`config.mk`:
```
export PLATFORM = sky130hd
export DESIGN_NAME = instr_fetch_unit
export DESIGN_NICKNAME = d
export VERILOG_FILES = /design/src/rtl/instr_fetch_unit.sv
export SDC_FILE = /design/constraint.sdc
export NUM_CORES = 1
export LEC_CHECK = 0
export ABC_AREA = 0
export BUFFER_PORTS_ARGS = -buffer_cell sky130_fd_sc_hd__buf_2
export CAP_MARGIN = 10
export CORE_UTILIZATION = 50
export CTS_BUF_LIST = sky130_fd_sc_hd__clkbuf_2 sky130_fd_sc_hd__clkbuf_4 sky130_fd_sc_hd__clkbuf_8
export DETAILED_ROUTE_END_ITERATION = 10
export PLACE_DENSITY = 0.76
export SYNTH_ARGS = -nofsm -noshare
export SYNTH_HDL_FRONTEND = slang
export SYNTH_SLANG_ARGS = --single-unit
```
`constraint.sdc`:
```
create_clock -name clk -period 4.3 [get_ports clk]
set_input_delay 0.215 -clock clk [delete_from_list [all_inputs] [get_ports clk]]
set_output_delay 0.215 -clock clk [all_outputs]
set_load 0.02 [all_outputs]
```
`src/rtl/instr_fetch_unit.sv`:
```
// instr_fetch_unit: program counter plus in-order instruction queue feeding decode.
// Optional EARLY_JUMP_EN: j/jal words steer fetch_pc at push time.
module instr_fetch_unit #(
    parameter logic [31:0] RESET_PC = 32'h0000_0000,
    parameter int          DEPTH    = 2
) (
    input  logic        clk,
    input  logic        rst_n,
    input  logic        fetch_en,
    output logic [31:0] imem_pc,
    input  logic [31:0] imem_instr,
    input  logic        redirect_valid,
    input  logic [31:0] redirect_pc,
    output logic        if_valid,
    input  logic        if_ready,
    output logic [31:0] if_instr,
    output logic [31:0] if_pc,
    output logic [31:0] if_pc_plus4
);
    localparam int AW = $clog2(DEPTH);
    localparam int CW = AW + 1;
    localparam logic [CW-1:0] FULL = CW'(DEPTH);

    logic [31:0]   fetch_pc_q, fetch_pc_d, pc_plus4;
    logic [AW-1:0] rd_ptr_q, wr_ptr_q;
    logic [CW-1:0] count_q;
    logic [31:0]   pc_mem_q    [DEPTH];
    logic [31:0]   instr_mem_q [DEPTH];
    logic          push, pop;

    assign imem_pc     = fetch_pc_q;
    assign if_valid    = count_q != '0;
    assign pop         = if_valid & if_ready;
    assign push        = fetch_en & ~redirect_valid & ((count_q < FULL) | pop);
    assign if_instr    = if_valid ? instr_mem_q[rd_ptr_q] : '0;
    assign if_pc       = if_valid ? pc_mem_q[rd_ptr_q] : '0;
    assign if_pc_plus4 = if_valid ? pc_mem_q[rd_ptr_q] + 32'd4 : '0;

    always_comb begin
        pc_plus4 = fetch_pc_q + 32'd4;
`ifdef EARLY_JUMP_EN
        // opcodes 000010 (j) and 000011 (jal) share the top five bits
        fetch_pc_d = (imem_instr[31:27] == 5'b00001) ?
                     {pc_plus4[31:28], imem_instr[25:0], 2'b00} : pc_plus4;
`else
        fetch_pc_d = pc_plus4;
`endif
    end

    always_ff @(posedge clk or negedge rst_n) begin
        if (!rst_n) begin
            fetch_pc_q <= RESET_PC;
            rd_ptr_q   <= '0;
            wr_ptr_q   <= '0;
            count_q    <= '0;
        end else if (redirect_valid) begin
            fetch_pc_q <= {redirect_pc[31:2], 2'b00};
            rd_ptr_q   <= '0;
            wr_ptr_q   <= '0;
            count_q    <= '0;
        end else begin
            if (push) begin
                fetch_pc_q <= fetch_pc_d;
                wr_ptr_q   <= wr_ptr_q + 1'b1;
            end
            if (pop)
                rd_ptr_q <= rd_ptr_q + 1'b1;
            count_q <= count_q + CW'(push) - CW'(pop);
        end
    end

    // Storage needs no reset: entries are only observed through count_q.
    always_ff @(posedge clk) begin
        if (push) begin
            pc_mem_q[wr_ptr_q]    <= fetch_pc_q;
            instr_mem_q[wr_ptr_q] <= imem_instr;
        end
    end
endmodule

```
==> flow_metrics.env <==
export IMPL_initial_core_util_pct=51.2
export IMPL_ys_ff_latch=158
export IMPL_fin_nets=979
export IMPL_core_area_mm2=0.0151
export IMPL_cts_root_buffer="clkbuf_8"
export IMPL_crit_chain="mux2_2 > ha_1 > inv_1 > a211oi_4 > nand4_4 > nor4b_2 > mux2_1 > buf_2"
export IMPL_criticalPathCategory="register to output port"
export IMPL_io_pins=198
export IMPL_syn_inst=661
export IMPL_die_area_mm2=0.0160
export IMPL_synth_area_top_cells="edfxtp_1 48%, dfrtp_1 11%, mux2i_1 7.2%"
export IMPL_dp_hpwl_mm=12.6
export IMPL_drt_initial_drc_count=370
export IMPL_period_needed_ns=3.67
export IMPL_cts_tree="built"
export IMPL_async_flop_share_pct=21.5
export IMPL_num_rows=45
export IMPL_setup_ws_ns=0.629
export IMPL_chipWidth_um=126
export IMPL_worst_pin_slew_ns=0.975
export IMPL_wire_per_inst_um=16.8
export IMPL_synth_cell_type_count=54
export IMPL_critical_path_buf_inv_count=2
export IMPL_finalHoldViolCount=0
export IMPL_antenna_found_initial=0
export IMPL_synth_avg_cell_area_um2=11.7
export IMPL_place_ws_ns=1.10
export IMPL_dr_pass1_iters=5
export IMPL_io_buffers=189
export IMPL_cpPeakStageDelay_ns=0.78
export IMPL_syn2layout_area_growth_pct=27.4
export IMPL_combPwrFrac_pct=36.6
export IMPL_crit_path_end="if_pc_plus4[28]"
export IMPL_pwr_share_seq_pct=40.2
export IMPL_post_cts_repair_setup_buffers=0
export IMPL_grt_overflow_total=0
export IMPL_postRouteAntennaNets=0
export IMPL_maxSlewHeadroom_pct=35.0
export IMPL_irDropWorstVdd_mv=0.224
export IMPL_viasPerCell=5.46
export IMPL_rsz0062_at_grt="no"
export IMPL_grt_pass1_vias=5757
export IMPL_fin_util_pct=65.2
export IMPL_worst_path_stages=8
export IMPL_grt_pass1_wl_mm=28.8
export IMPL_post_synth_top_count_cell="edfxtp_1"
export IMPL_cp_slowest_cell="dfrtp_4"
export IMPL_fill_cells=1160
export IMPL_drcViolationCount=0
export IMPL_rrSetupSlack_ns=1.61
export IMPL_p_int_mw=3.02
export IMPL_p_per_area_mw_per_mm2=493
export IMPL_cp_top_family="flip-flops"
export IMPL_ys_flop_type="edfxtp_1"
export IMPL_startpoint="rd_ptr_q"
export IMPL_wl_mm=18.6
export IMPL_ff2ff_path_depth=5
export IMPL_arrival_ns=3.46
export IMPL_holdWs_ns=0.0616
export IMPL_p_switching_mw=1.84
export IMPL_clkPwrFrac_pct=23.2
export IMPL_stdcell_count=1107
export IMPL_dp_cells=1013
export IMPL_required_ns=4.09
export IMPL_reg2reg_to="instr_mem_q[1][7]"
export IMPL_clkTransAtPathRegs_ns=0.08
export IMPL_htree_levels=4
export IMPL_cp_end_kind="output port"
export IMPL_critPathMaxFanout=48
export IMPL_synth_top_area_cell="edfxtp_1"
export IMPL_cts_sinks=158
export IMPL_synth_edff_count=124
export IMPL_leakagePower_nw=3.91
export IMPL_cp_start_kind="register"
export IMPL_clk_path_buf_depth=2
export IMPL_grt_max_degree=78
export IMPL_track_usage_pct=23.7
export IMPL_synthTopCellsByCount="124 x edfxtp_1, 88 x nor2_1, 62 x nand2_1, 56 x mux2i_1, 40 x o21ai_0"
export IMPL_num_antenna_cells=0
export IMPL_outcome="finished, final reports clean"
export IMPL_yosys_warnings=0
export IMPL_cap_violations=0
export IMPL_numCtsBuffers=17
export IMPL_placedInstanceArea_mm2=0.00884
export IMPL_syn_area_mm2=0.00775
export IMPL_place_gp_congestion=0.828
export IMPL_setup_viol=0
export IMPL_fin_worst_skew_ns=0.00893
export IMPL_final_cell_area_mm2=0.00987
export IMPL_synth_top_cell_area_share_pct=48.1
export IMPL_hold_class="input port to register"
export IMPL_insertion_delay_ns=0.45
export IMPL_fmax_mhz=272
export IMPL_timing_final_crit_share_pct=85.4
export IMPL_drive_above_1_share_pct=27.4
export IMPL_vias=6046
export IMPL_power_mw=4.86
export IMPL_die_height_um=126
export IMPL_swShare_pct=37.9
export IMPL_cts_resized_gates=0
export IMPL_timing_rr_start="count_q[1]"
export IMPL_drv_slew=0
export IMPL_fin_setup_tns_ns=0
export IMPL_yosysSeqAreaShare_pct=59.0
[what timing repair did]
action | 4_1_cts | 5_1_grt
hold buffers | 62 | 0
hold endpoints to repair | 127 | 0
endpoints found under the setup margin | 0 | 0
[power by group through the flow]
stage	sequential (mW)	combinational [mW]	clock [mW]
floorplan	1.94	1.24	0
global placement	1.98	1.72	0
finish	1.96	1.78	1.13
CTS	1.96	1.79	1.15
global route	1.98	1.92	1.22
detailed placement	1.99	1.74	0
[cell type report]
cell class	count	area (um2)	area share, %
clock buffers	18	241	2.45
clock inverters	14	168	1.70
inverters	14	52.6	0.532
multi-input cells	457	2980	30.2
flip-flops and latches	158	4580	46.4
well taps	188	235	2.38
repair buffers	258	1620	16.4
[layer usage]
metal  part of all wire [%]  up-vias  track usage (%)
met2                     49      256             41.3
met4                    1.5        0             7.30
li1                       -     2891                -
met5                      0        -                0
met3                    7.2       28             6.20
met1                     42     2871             29.0
[worst min-delay path by stage]
stage                         start           to  cells after the start
floorplan                     rst_n   count_q[0]                      0
global placement              rst_n  imem_pc[21]                      1
detailed placement            rst_n  imem_pc[22]                      1
CTS                 redirect_pc[31]  imem_pc[31]                      3
global route        redirect_pc[31]  imem_pc[31]                      3
finish              redirect_pc[31]  imem_pc[31]                      3
[state kept, by name (all words and copies together) (netlist names)]
name,count
count_q,2
imem_pc,30
instr_mem_q,64
pc_mem_q,60
rd_ptr_q,1
wr_ptr_q,1
[worst min-delay path, stage by stage]
cell and delay (ns):
buf_2 0.07, nand2b_1 0.08, o31a_1 0.11
[placed cells by master, fill, tap and decap left out, types with 14 or more instances in the layout]
cell type	instances
buf_2	189
clkbuf_8	17
dfrtp_1	33
dlygate4sd3_1	62
edfxtp_1	124
inv_1	14
mux2i_1	56
nand2_1	62
nand3_1	24
nand4_1	14
nor2_1	85
nor4_1	14
o21ai_0	40
xnor2_1	35
[cells by family after synthesis]
group	share of synthesized area, %
simple gates	17.1
other cells	0.0484
buf+inv	3.04
flops	59.0
xor+xnor	5.20
fa+ha+maj	0.646
mux	8.54
compound gates	6.38
No activity file was read; power rests on OpenSTA's default activity.
